File: config.mk
export PLATFORM = sky130hd
export DESIGN_NAME = code_to_thermo_dec
export DESIGN_NICKNAME = d
export VERILOG_FILES = /design/src/rtl/code_to_thermo_dec_pkg.sv /design/src/rtl/code_to_thermo_dec_skid_buf.sv /design/src/rtl/code_to_thermo_dec.sv
export SDC_FILE = /design/constraint.sdc
export NUM_CORES = 1
export LEC_CHECK = 0
export BUFFER_PORTS_ARGS = -buffer_cell sky130_fd_sc_hd__buf_2
export CORE_UTILIZATION = 45
export CTS_BUF_LIST = sky130_fd_sc_hd__clkbuf_8
export CTS_CLUSTER_SIZE = 40
export DETAILED_ROUTE_END_ITERATION = 10
export HOLD_SLACK_MARGIN = 0.02
export PLACE_DENSITY = 0.67
export SLEW_MARGIN = 20
export SYNTH_ARGS = -nofsm -noshare
export SYNTH_HDL_FRONTEND = slang
export SYNTH_SLANG_ARGS = --single-unit
export TNS_END_PERCENT = 1
File: constraint.sdc
create_clock -name clk -period 1.7 [get_ports clk]
set_input_delay 0.255 -clock clk [delete_from_list [all_inputs] [get_ports clk]]
set_output_delay 0.255 -clock clk [all_outputs]
set_load 0.05 [all_outputs]
File: src/rtl/code_to_thermo_dec_pkg.sv
// Shared constants, buffer state encoding and the code-to-thermometer helper
// for the code_to_thermo_dec block.
package code_to_thermo_dec_pkg;

   localparam int WIDTH_DEF = 8;
   localparam int MAX_WIDTH = 64;
   localparam int CODE_NONE = WIDTH_DEF;
   localparam int CODE_ALL  = 0;

   typedef enum logic [1:0] {
      BUF_EMPTY = 2'd0,
      BUF_ONE   = 2'd1,
      BUF_FULL  = 2'd2
   } buf_state_t;

   function automatic int cw_of(input int w);
      return $clog2(w) + 1;
   endfunction

   // Bit i is set iff i >= code; callers size-cast down to their pattern width.
   function automatic logic [MAX_WIDTH-1:0] thermo_of(input int unsigned code);
      logic [MAX_WIDTH-1:0] p;
      p = '0;
      for (int unsigned i = 0; i < MAX_WIDTH; i++) begin
         p[i] = (i >= code);
      end
      return p;
   endfunction

endpackage

File: src/rtl/code_to_thermo_dec_skid_buf.sv
// Generic 2-entry valid/ready skid buffer; head entry drives out_data,
// in_ready is registered so it never depends on out_ready combinationally.
module dec_skid_buf
   import code_to_thermo_dec_pkg::*;
#(
   parameter int DW = 8
) (
   input  logic          clk,
   input  logic          reset,
   input  logic          in_valid,
   output logic          in_ready,
   input  logic [DW-1:0] in_data,
   output logic          out_valid,
   input  logic          out_ready,
   output logic [DW-1:0] out_data
);

   buf_state_t    state;
   logic [DW-1:0] tail;
   logic          push;
   logic          pop;

   assign push = in_valid && in_ready;
   assign pop  = out_valid && out_ready;

   always_ff @(posedge clk or posedge reset) begin
      if (reset) begin
         state     <= BUF_EMPTY;
         out_valid <= 1'b0;
         in_ready  <= 1'b1;
         out_data  <= '0;
         tail      <= '0;
      end else begin
         case (state)
            BUF_EMPTY: begin
               if (push) begin
                  out_data  <= in_data;
                  out_valid <= 1'b1;
                  state     <= BUF_ONE;
               end
            end
            BUF_ONE: begin
               if (push && pop) begin
                  out_data <= in_data;
               end else if (push) begin
                  tail     <= in_data;
                  in_ready <= 1'b0;
                  state    <= BUF_FULL;
               end else if (pop) begin
                  out_valid <= 1'b0;
                  state     <= BUF_EMPTY;
               end
            end
            BUF_FULL: begin
               // in_ready is low here, so only a drain can happen.
               if (pop) begin
                  out_data <= tail;
                  in_ready <= 1'b1;
                  state    <= BUF_ONE;
               end
            end
            default: begin
               state     <= BUF_EMPTY;
               out_valid <= 1'b0;
               in_ready  <= 1'b1;
            end
         endcase
      end
   end

endmodule

File: src/rtl/code_to_thermo_dec.sv
// Registered leading-ones code to canonical pattern decoder on a valid/ready stream.
// Define DEC_ERR_EN to drop illegal codes and flag them on a sticky err output.
module code_to_thermo_dec
   import code_to_thermo_dec_pkg::*;
#(
   parameter int WIDTH = WIDTH_DEF,
   localparam int CW   = cw_of(WIDTH)
) (
   input  logic             clk,
   input  logic             reset,
   input  logic             in_valid,
   output logic             in_ready,
   input  logic [CW-1:0]    code_in,
   output logic             out_valid,
   input  logic             out_ready,
`ifdef DEC_ERR_EN
   output logic             err,
   input  logic             err_clr,
`endif
   output logic [WIDTH-1:0] pattern_out
);

   logic             legal;
   logic             buf_valid;
   logic [CW-1:0]    code_eff;
   logic [WIDTH-1:0] pattern_nxt;

   assign legal       = (code_in <= CW'(WIDTH));
   assign pattern_nxt = WIDTH'(thermo_of(32'(code_eff)));

`ifdef DEC_ERR_EN
   // Illegal codes still complete the handshake but never reach the buffer.
   assign code_eff  = code_in;
   assign buf_valid = in_valid && legal;

   always_ff @(posedge clk or posedge reset) begin
      if (reset)                              err <= 1'b0;
      else if (in_valid && in_ready && !legal) err <= 1'b1;
      else if (err_clr)                       err <= 1'b0;
   end
`else
   assign code_eff  = legal ? code_in : CW'(WIDTH);
   assign buf_valid = in_valid;
`endif

   dec_skid_buf #(
      .DW (WIDTH)
   ) u_skid (
      .clk       (clk),
      .reset     (reset),
      .in_valid  (buf_valid),
      .in_ready  (in_ready),
      .in_data   (pattern_nxt),
      .out_valid (out_valid),
      .out_ready (out_ready),
      .out_data  (pattern_out)
   );

endmodule
Word-level counts from Yosys, hierarchy flattened
Index checks and enable logic that the tools add are counted.

storage, ports and cells
  input bits = 8
  word-level logic and storage cells = 57
  bits in registers = 20
  output and inout bits = 10

cells by class
  mux-type cells = 20
  magnitude comparators = 9
  equal/unequal tests = 10
  reduce and logical (&&, ||, !) cells = 10
  bitwise logic cells = 3

operators by type and width
  kind                                                                                number
  8-bit 2-to-1 mux                                                                    3
  8-bit one-hot mux with 3 select lines                                               1
  3-bit by 4-bit greater-or-equal comparator with 1-bit output, first input constant  4
  4-bit AND reduction                                                                 3
  2-bit 2-to-1 mux                                                                    5
  2-bit by 1-bit != test with 1-bit output, second input constant                     5
  1-bit by 4-bit greater-or-equal comparator with 1-bit output, first input constant  2
  2-bit by 4-bit greater-or-equal comparator with 1-bit output, first input constant  2
  1-bit 2-to-1 mux                                                                    7
  1-bit one-hot mux with 3 select lines                                               2
  2-bit one-hot mux with 3 select lines                                               1
  5-bit AND reduction                                                                 1
  4-bit less-or-equal comparator, second input constant                               1
  4-bit 2-to-1 mux                                                                    1
  2-bit != test, second input constant                                                2
  1-bit logical AND                                                                   3
  3-bit by 1-bit != test with 1-bit output, second input constant                     1
  1-bit inverter                                                                      3
  3-bit AND reduction                                                                 1
  3-bit nonzero test                                                                  1
  2-bit by 1-bit equality test with 1-bit output, second input constant               1
  2-bit equality test, second input constant                                          1
  2-bit zero test                                                                     1

Logic depth before layout (Yosys ltp)
Gate-level depths: netlist of the first run.

  depth in word-level cells = 5
  mapped depth = 5
  depth with buffers taken out = 3

Modules after synthesis
Synthesis of the first run repeated with hierarchy kept, for this count alone.

second synthesis, totals
  cell total of the unflattened synthesis = 76
  area, all modules = 1021.0 µm²

modules (own cells, without submodules)
  module              times used  sequential area each (µm²)  area an instance (µm²)  cells an instance
  dec_skid_buf        1           501.7                       954.7                   66
  code_to_thermo_dec  1           0.0                         66.3                    10

Worst setup path after synthesis of the first run
Ideal clock, no wire load.

  path kind = register to register
  start point = register u_skid.out_valid
  end point = register u_skid.out_data[0]
  setup slack = -0.017 ns
  stages on the path, launching flop included = 4
  setup time = 0.125 ns
  data required time = 1.575 ns
  buffers on the path = 0
  arrival time = 1.593 ns
  period minus slack after synthesis = 1.717 ns
  path through = dfrtp_1 > nand4_1 > o211ai_4 > mux2_2

on the way
  cells in the longest elaborated chain, start to end = 4
  elaborated cells between the ends (all ways) = 5
  those cells by class = eq/ne (2); reduce/logical (3)

ends and longest elaborated chain
  what                                                       RTL line                           source
  from (decl)                                                code_to_thermo_dec_skid_buf.sv:13  output logic out_valid,
  from (signal assigned)                                     code_to_thermo_dec_skid_buf.sv:29  out_valid <= 1'b0;
  from (signal assigned)                                     code_to_thermo_dec_skid_buf.sv:38  out_valid <= 1'b1;
  from (signal assigned)                                     code_to_thermo_dec_skid_buf.sv:50  out_valid <= 1'b0;
  1-bit logical AND (*)                                      code_to_thermo_dec_skid_buf.sv:24  assign pop = out_valid && out_ready;
  1-bit logical AND                                          code_to_thermo_dec_skid_buf.sv:43  if (push && pop) begin
  2-bit by 1-bit != test with 1-bit output (no source line)  n/a
  4-bit AND reduction (no source line) (*)                   n/a
  to (signal assigned)                                       code_to_thermo_dec_skid_buf.sv:37  out_data <= in_data;
  to (signal assigned)                                       code_to_thermo_dec_skid_buf.sv:44  out_data <= in_data;
  to (signal assigned)                                       code_to_thermo_dec_skid_buf.sv:57  out_data <= tail;
  to (decl)                                                  code_to_thermo_dec_skid_buf.sv:15  output logic [DW-1:0] out_data

Mark *: on every way between the ends. The rest lies on a longest branch, timed or not.
A chain may end at the register's enable or synchronous reset.

Worst setup path after layout of the first run
  start point = register u_skid.in_ready
  end point = register u_skid.out_data[3]

on the way
  cells in the longest elaborated chain, start to end = 4
  elaborated cells between the ends (all ways) = 5
  those cells by class = eq/ne (2); reduce/logical (3)

ends and longest elaborated chain
  what                                                       RTL line                           source
  from (decl)                                                code_to_thermo_dec_skid_buf.sv:11  output logic in_ready,
  from (signal assigned)                                     code_to_thermo_dec_skid_buf.sv:30  in_ready <= 1'b1;
  from (signal assigned)                                     code_to_thermo_dec_skid_buf.sv:47  in_ready <= 1'b0;
  from (signal assigned)                                     code_to_thermo_dec_skid_buf.sv:58  in_ready <= 1'b1;
  1-bit logical AND (*)                                      code_to_thermo_dec_skid_buf.sv:23  assign push = in_valid && in_ready;
  1-bit logical AND                                          code_to_thermo_dec_skid_buf.sv:43
  2-bit by 1-bit != test with 1-bit output (no source line)  n/a
  4-bit AND reduction (no source line) (*)                   n/a

Marks and branches as above.

==> out/qor.csv, run 1 <==
stage,metric,value,unit
pwr,power_density,1298,nW/um^2
global_routing,antenna_found_initial,0,
detailed_routing,dr_total_vias,684,
final_layout,register_area,503.0,um^2
cts,cts_inserted_buffers,3,
synth,yosys.area.top_type,dfrtp_1,
synth,synth-edff-count,0,
die,die_h,49.14,um
setup_path,critPathTopFamily,flip-flops,
pwr,peakVddDrop,0.9235,mV
worst_hold_path,min_path_type,in2reg,
die,ios,18,
synth,synth-seq-cells,20,
sta,slew_headroom,0.7654,
synth,netlist_area,999.7,um^2
detailed_routing,drt-initial-drc-count,2,
detailed_routing,wl_per_cell,13.80,um
detailed_routing,viasPerCell,5.429,
die,fp-row-count,16,
die,initial_utilization,0.4944,
cts,cts.clk_slew.worst_paths,70,ps
sta,rsz0062_at_grt,no,
setup_path,cp_cell_sequence,nand4_1 > o211ai_4 > mux2_2,
final_layout,syn_to_final_growth,17.77,%
synth,synth_fp_nets,86,
global_routing,grt_pass1_wl,3215,um
synth,synthFlopType,dfrtp_1,
sta,tightest_slew,350.2,ps
final_layout,diodes,0,
pwr,power.leakage,0.5800,nW
synth,synth.area.top_cells,"dfrtp_1 (48%), mux2_2 (24%), dfstp_2 (2.6%), o211ai_4 (2.1%), mux2i_1 (2.0%)",
job,drv_cap,0,
detailed_routing,ant_nets,0,
sta,period_needed,1599,ps
setup_path,cp-end-kind,flop,
synth,seq_area_frac_synth,0.5019,
synth,synthAdderAreaFrac,0,
final_layout,fillCellCount,178,
synth,synth_cells,78,
global_routing,grt.overflow.total,0,
sta,setup_tns,0,ps
sta,post-route-period-util,0.9409,
cts,holdBufCountCts,1,
setup_path,cpMaxStageDelayCell,dfstp_2,
synth,synth_cell_types,33,
final_layout,multi_input_area,464.2,um^2
cts,clock_path_buffers,2,
detailed_routing,drc,0,
setup_path,cpPeakStageDelay,580,ps
global_routing,grt_pass1_vias,710,
die,die_w,49.14,um
die,core,2022,um^2
synth,synth_top_family_by_area,multiplexers,
sta,slew_violations,0,
synth,yosys_warnings,0,
final_layout,finish.utilization,0.5823,
outcome,run_status,finished clean,
cts,cts_tree,done,
sta,hold_slack,322.4,ps
cts,post_cts_buffers,0,
setup_path,crit_fanout,8,
synth,avgSynthCellArea,12.82,um^2
setup_path,crit_required,1850,ps
cts,clock-sinks,20,
setup_path,arrival,1750,ps
cts,clockRootBuffer,clkbuf_8,
synth,synth-xor-area-share,0,
synth,async_flop_share,1.000,
placement,dp.cells,121,
cts,h-tree-depth,1,
placement,hpwl,1231,um
setup_path,crit_type,reg2reg,
detailed_routing,routed_wl,1739,um
sta,skew,0.8495,ps
synth,synth-compound-area-share,0.1139,
cts,cts_resized,0,
final_layout,drive_gt1_frac,0.4848,
global_routing,grt_max_degree,21,
synth,synthMuxAreaShare,0.2566,
final_layout,fin_cells,126,
synth,synth_top_cell_area_share,0.4756,
synth,yosys.area_share.simple,0.09387,
final_layout,nNetsFinal,108,
setup_path,critPathBufInv,0,
placement,place_ws,97.75,ps
die,die_area,2414,um^2
detailed_routing,drt_first_pass_iters,4,
sta,setup_viol,0,
placement,portBuffers,17,
sta,setup_slack,100.5,ps
cts,worstSkewPairLatency,260,ps
global_routing,grt_usage,0.1788,
placement,gp_congestion,0.8104,
sta,hold_viol_final,0,
sta,clock.fmax,625.2,MHz
setup_path,start_kind,flop,
==> flip-flops by register name, indices dropped and copies added, names as in the netlist <==
| register | count |
|---|---|
| u_skid.out_data | 8 |
| u_skid.tail | 8 |
| u_skid.state | 2 |
| u_skid.in_ready | 1 |
| u_skid.out_valid | 1 |
==> path summary, 6_finish.rpt <==
check / from / to / slack (ps) / cells after the start
setup / recovery: u_skid.in_ready / u_skid.out_data[3] / 100 / 3
hold / removal: code_in[3] / u_skid.tail[7] / 320 / 2
setup reg to reg: u_skid.in_ready / u_skid.out_data[3] / 100 / 3
hold reg to reg: u_skid.tail[5] / u_skid.tail[5] / 500 / 1
max in group asynchronous: reset / u_skid.in_ready / 890 / 4
min in group asynchronous: reset / u_skid.tail[3] / 550 / 4
==> cell usage after synthesis, types with 2 or more instances <==
library cell and number:
mux2_2 21, dfrtp_1 19, inv_1 3, nor2_1 3, a21boi_0 2, mux2i_1 2, o21ai_0 2
==> layer usage <==
metal  global-route usage  wire [um]  up-vias
li1                     -          -      333
met1               0.2227        825      332
met2               0.2922        826       14
met3              0.02804         43        5
met4               0.1029         43        0
met5                    0          0        -
==> worst register-to-register path: stages, from the launching register on <==
cell and delay, ps:
dfstp_2 580, nand4_1 170, o211ai_4 360, mux2_2 380
==> kinds of logic after synthesis <==
group | Yosys count
AOI/OAI and AO/OA | 14
muxes | 23
and+or+nand+nor | 15
buffers and inverters | 6
DFF | 20
==> final cells by class <==
type                    instances  share of cell area
clock buffers                   4             0.04676
inverters                       3            0.009564
multi-input cells              52              0.3943
flip-flops and latches         20              0.4272
well taps                      27             0.02869
repair buffers                 20             0.09352
==> per-stage QoR <==
| step | instance area [um^2] | power (W) |
|---|---|---|
| after floorplan | 1001 | 0.001053 |
| after global routing | 1177 | 0.001609 |
| after global placement | 1112 | 0.001171 |
| final | 1177 | 0.001529 |
| after detailed placement | 1112 | 0.001179 |
| after CTS | 1177 | 0.001544 |
==> where the power goes <==
group          internal [W]  leakage (nW)  switching (W)
combinational      0.000152         0.294       0.000379
sequential         0.000587         0.257      0.0000504
clock              0.000206        0.0288       0.000154
total              0.000945         0.580       0.000584
==> cell usage in the layout (no fill, tap or decap), types with 2 or more instances in the layout <==
cell type / synthesis / routed
mux2_2: 21 / 21
dfrtp_1: 19 / 18
buf_2: 0 / 17
clkbuf_8: 0 / 4
inv_1: 3 / 3
nor2_1: 3 / 3
a21boi_0: 2 / 2
o21ai_0: 2 / 2
mux2i_1: 2 / 2
buf_4: 1 / 2
No activity file was read; power rests on OpenSTA's default activity.
==> run 2, diff against run 1 <==
--- a/config.mk
+++ b/config.mk
@@ -7,7 +7,6 @@
 export LEC_CHECK = 0
 export BUFFER_PORTS_ARGS = -buffer_cell sky130_fd_sc_hd__buf_2
 export CORE_UTILIZATION = 45
-export CTS_BUF_LIST = sky130_fd_sc_hd__clkbuf_8
 export CTS_CLUSTER_SIZE = 40
 export DETAILED_ROUTE_END_ITERATION = 10
 export HOLD_SLACK_MARGIN = 0.02
==> run 2 against run 1 <==
- register-to-register slack is essentially flat
- highest routed layer unchanged
- wire length shrank 2.1%
- first-iteration DRC count grew 50%
- critical path type unchanged
==> out/qor.csv, run 2 (same netlist as run 1, synthesis figures left out) <==
stage,metric,value,unit
final_layout,diodes,0,
setup_path,r2r_cells,3,
cts,h-tree-depth,1,
global_routing,grt_pass1_wl,3167,um
setup_path,reg2reg_from,u_skid.in_ready,
setup_path,cp-end-kind,flop,
setup_path,crit_fanout,8,
worst_hold_path,min_from,code_in[3],
setup_path,crit_type,reg2reg,
final_layout,fillCellCount,181,
cts,holdBufCountCts,1,
detailed_routing,drc,0,
sta,tightest_slew,354.2,ps
detailed_routing,viasPerCell,5.421,
sta,hold_viol_final,0,
die,initial_utilization,0.4944,
cts,worstSkewPairLatency,300,ps
cts,cts_tree,done,
placement,dp.cells,121,
sta,hold_slack,265.8,ps
cts,clockRootBuffer,clkbuf_4,
pwr,power.leakage,0.5722,nW
sta,setup_viol,0,
detailed_routing,routed_wl,1702,um
cts,cts.clk_slew.worst_paths,110,ps
sta,rsz0062_at_grt,no,
global_routing,grt_max_degree,21,
sta,post-route-period-util,0.9399,
die,die_w,49.14,um
detailed_routing,ant_nets,0,
global_routing,grt.overflow.total,0,
outcome,run_status,finished clean,
final_layout,final_cell_mix,"mux2_2 (21), dfrtp_1 (18), buf_2 (17)",
die,ios,18,
sta,slew_violations,0,
final_layout,final_area,1159,um^2
final_layout,syn_to_final_growth,15.89,%
final_layout,final_common_cell,mux2_2,
final_layout,fin_cells,126,
detailed_routing,dr_total_vias,683,
worst_hold_path,min_path_type,in2reg,
placement,dpl-instance-area,1112,um^2
placement,hpwl,1231,um
sta,skew,1.671,ps
cts,cts_inserted_buffers,3,
global_routing,grt_usage,0.1768,
setup_path,start_kind,flop,
setup_path,crit_required,1900,ps
sta,period_needed,1598,ps
die,core,2022,um^2
cts,clock_path_buffers,2,
pwr,power_density,1245,nW/um^2
sta,setup_tns,0,ps
worst_hold_path,hold_end,u_skid.tail[7],
die,die_area,2414,um^2
pwr,peakVddDrop,0.8736,mV
cts,post_cts_buffers,0,
detailed_routing,wl_per_cell,13.51,um
die,die_h,49.14,um
placement,portBuffers,17,
setup_path,r2r-end,u_skid.out_data[3],
cts,clock-sinks,20,
final_layout,drive_gt1_frac,0.4848,
job,drv_cap,0,
global_routing,grt_pass1_vias,694,
placement,gp_congestion,0.8104,
die,fp-row-count,16,
sta,slew_headroom,0.7639,
cts,cts_resized,0,
sta,clock.fmax,625.8,MHz
final_layout,reg_top3,"u_skid.out_data (8), u_skid.tail (8), u_skid.state (2)",
detailed_routing,drt_first_pass_iters,4,
final_layout,nNetsFinal,108,
setup_path,arrival,1800,ps
global_routing,antenna_found_initial,0,
setup_path,rrSetupSlack,100,ps
worst_hold_path,hold_depth,2,
final_layout,finish.utilization,0.5730,
detailed_routing,drt-initial-drc-count,3,
[run 2: power breakdown]
group	leakage [nW]	total (W)	switching, W	internal, W
sequential	0.257	0.000636	0.0000506	0.000586
combinational	0.294	0.000530	0.000379	0.000152
clock	0.0210	0.000275	0.000145	0.000131
[run 2: critical path, stage by stage (launching register included)]
cell      delay (ps)
dfstp_2          590
nand4_1          170
o211ai_4         350
mux2_2           380
[run 2: layout make-up]
cell class / count / area [um^2] / share of cell area
multi-input cells: 52 / 464.2 / 0.4006
flip-flops and latches: 20 / 503.0 / 0.4341
well taps: 27 / 33.78 / 0.02916
inverters: 3 / 11.26 / 0.009719
clock buffers: 4 / 36.28 / 0.03132
repair buffers: 20 / 110.1 / 0.09503
[run 2: worst max path at each step]
stage	to	cells after the start	start
6_report	u_skid.out_data[3]	3	u_skid.in_ready
3_5_place_dp	u_skid.out_data[3]	3	u_skid.in_ready
5_1_grt	u_skid.out_data[4]	3	u_skid.in_ready
2_1_floorplan	u_skid.out_data[0]	3	u_skid.in_ready
4_1_cts	u_skid.out_data[3]	3	u_skid.in_ready
3_3_place_gp	u_skid.out_data[5]	3	u_skid.state[0]
[run 2: metrics by stage]
stage	power (W)	worst slack, ps
finish	0.001442	102.1
global route	0.001525	8.195
CTS	0.001459	84.05
detailed placement	0.001179	97.75
global placement	0.001171	155.4
floorplan	0.001053	13.56
[run 2: layer usage]
layer  vias up  GRT usage  part of all wire
met1       333     0.2206              0.46
met2        12     0.2877              0.50
met3         5    0.02804             0.022
met5         -          0                 0
li1        333          -                 -
met4         0     0.1029             0.026
==> run 3, diff against run 2 <==
--- a/config.mk
+++ b/config.mk
@@ -11,6 +11,7 @@
 export DETAILED_ROUTE_END_ITERATION = 10
 export HOLD_SLACK_MARGIN = 0.02
 export PLACE_DENSITY = 0.67
+export REMOVE_ABC_BUFFERS = 1
 export SLEW_MARGIN = 20
 export SYNTH_ARGS = -nofsm -noshare
 export SYNTH_HDL_FRONTEND = slang
==> run 3 against run 2 <==
- critical path depth unchanged
- die area unchanged
- non-clock buffer count down 1
- largest cell class unchanged
==> out/qor.csv, run 3 (same netlist as run 1, synthesis figures left out) <==
stage,metric,value,unit
final_layout,final_area,1150,um^2
detailed_routing,viasPerCell,5.392,
global_routing,grt_pass1_vias,670,
placement,dpl-instance-area,1104,um^2
detailed_routing,dr_total_vias,674,
cts,clock-sinks,20,
cts,cts_inserted_buffers,3,
detailed_routing,drt-initial-drc-count,4,
placement,hpwl,1190,um
sta,skew,7.894,ps
placement,portBuffers,17,
cts,cts.clk_slew.worst_paths,110,ps
setup_path,crit_required,1880,ps
die,die_w,49.14,um
die,die_area,2414,um^2
pwr,power_density,1248,nW/um^2
cts,clockRootBuffer,clkbuf_4,
setup_path,crit_fanout,8,
final_layout,syn_to_final_growth,15.02,%
detailed_routing,drc,0,
placement,place_ws,88.54,ps
setup_path,cp-end-kind,flop,
placement,gp_congestion,0.8177,
sta,slew_violations,0,
sta,tightest_slew,351.1,ps
global_routing,grt_pass1_wl,2898,um
detailed_routing,ant_nets,0,
final_layout,final_common_cell,mux2_2,
die,die_h,49.14,um
global_routing,grt_usage,0.1569,
job,drv_cap,0,
cts,cts_tree,done,
final_layout,final_cell_mix,"mux2_2 (21), dfrtp_1 (19), buf_2 (17)",
outcome,run_status,finished clean,
setup_path,crit_type,reg2reg,
final_layout,diodes,0,
sta,setup_viol,0,
global_routing,grt.overflow.total,0,
final_layout,fillCellCount,170,
global_routing,grt_max_degree,21,
final_layout,nNetsFinal,107,
cts,clock_path_buffers,2,
setup_path,start_kind,flop,
cts,h-tree-depth,1,
pwr,peakVddDrop,1.015,mV
pwr,power.leakage,0.5670,nW
sta,rsz0062_at_grt,no,
die,initial_utilization,0.4944,
sta,hold_viol_final,0,
detailed_routing,wl_per_cell,13.49,um
setup_path,cpPeakStageDelay,600,ps
pwr,p_total,0.001435,W
detailed_routing,drt_first_pass_iters,2,
detailed_routing,routed_wl,1686,um
final_layout,drive_gt1_frac,0.4694,
sta,post-route-period-util,0.9568,
global_routing,antenna_found_initial,0,
sta,period_needed,1627,ps
cts,worstSkewPairLatency,300,ps
die,ios,18,
sta,clock.fmax,614.8,MHz
die,fp-row-count,16,
setup_path,cpMaxStageDelayCell,dfstp_2,
setup_path,cp_cell_sequence,nand4_1 > o211ai_4 > mux2_2,
sta,slew_headroom,0.7660,
sta,setup_slack,73.36,ps
die,core,2022,um^2
cts,cts_resized,0,
setup_path,arrival,1810,ps
worst_hold_path,min_path_type,in2reg,
final_layout,finish.utilization,0.5687,
final_layout,reg_top3,"u_skid.out_data (8), u_skid.tail (8), u_skid.state (2)",
[run 3: changes by cell type in the layout (fill, tap and decap cells not counted)]
| cell | previous run | this run |
|---|---|---|
| buf_4 | 2 | 1 |
| dfrtp_1 | 18 | 19 |
| dfrtp_2 | 1 | 0 |
[run 3: cell type report]
class	count	area, um^2	area share
repair buffers	19	102.6	0.08923
clock buffers	4	36.28	0.03156
inverters	3	11.26	0.009793
well taps	27	33.78	0.02938
multi-input cells	52	464.2	0.4037
flip-flops and latches	20	501.7	0.4363
[run 3: timing repair]
| item | 4_1_cts | 5_1_grt |
|---|---|---|
| buffers inserted | 0 | 0 |
| hold endpoints to repair | 19 | 0 |
| hold buffers | 1 | 0 |
[run 3: worst max-delay path, delay by kind of cell (launching register included)]
family,cells,cell delay (ps)
muxes,1,380
AOI/OAI and AO/OA,1,360
DFF,1,600
and+or+nand+nor,1,170
[run 3: path summary, 6_finish.rpt]
kind	start	to	slack, ps	cells after the start
max in group asynchronous	reset	u_skid.in_ready	930	4
min	code_in[3]	u_skid.tail[7]	270	2
max reg2reg	u_skid.in_ready	u_skid.out_data[2]	70	3
max	u_skid.in_ready	u_skid.out_data[2]	70	3
min in group asynchronous	reset	u_skid.tail[3]	500	4
min reg2reg	u_skid.out_data[7]	u_skid.out_data[7]	510	1
[run 3: metrics by stage]
step	cells	hold WS [ps]	setup TNS (ps)
detailed placement	120	298.4	0
finish	125	273.2	0
global route	125	291.2	0
floorplan	75	218.1	-138.7
CTS	125	257.9	0
global placement	120	288.7	0
[run 3: layer usage]
metal	up-vias	GRT usage	part of all wire
met4	0	0.07353	0.0053
met3	2	0.01869	0.022
met5	-	0	0
met2	9	0.2648	0.46
li1	332	-	-
met1	331	0.1988	0.51
[run 3: power by group]
part / total, W / internal [W] / switching (W)
Sequential: 0.000632 / 0.000585 / 0.0000463
Combinational: 0.000532 / 0.000152 / 0.000380
Clock: 0.000271 / 0.000130 / 0.000141
Total: 0.00143 / 0.000868 / 0.000567
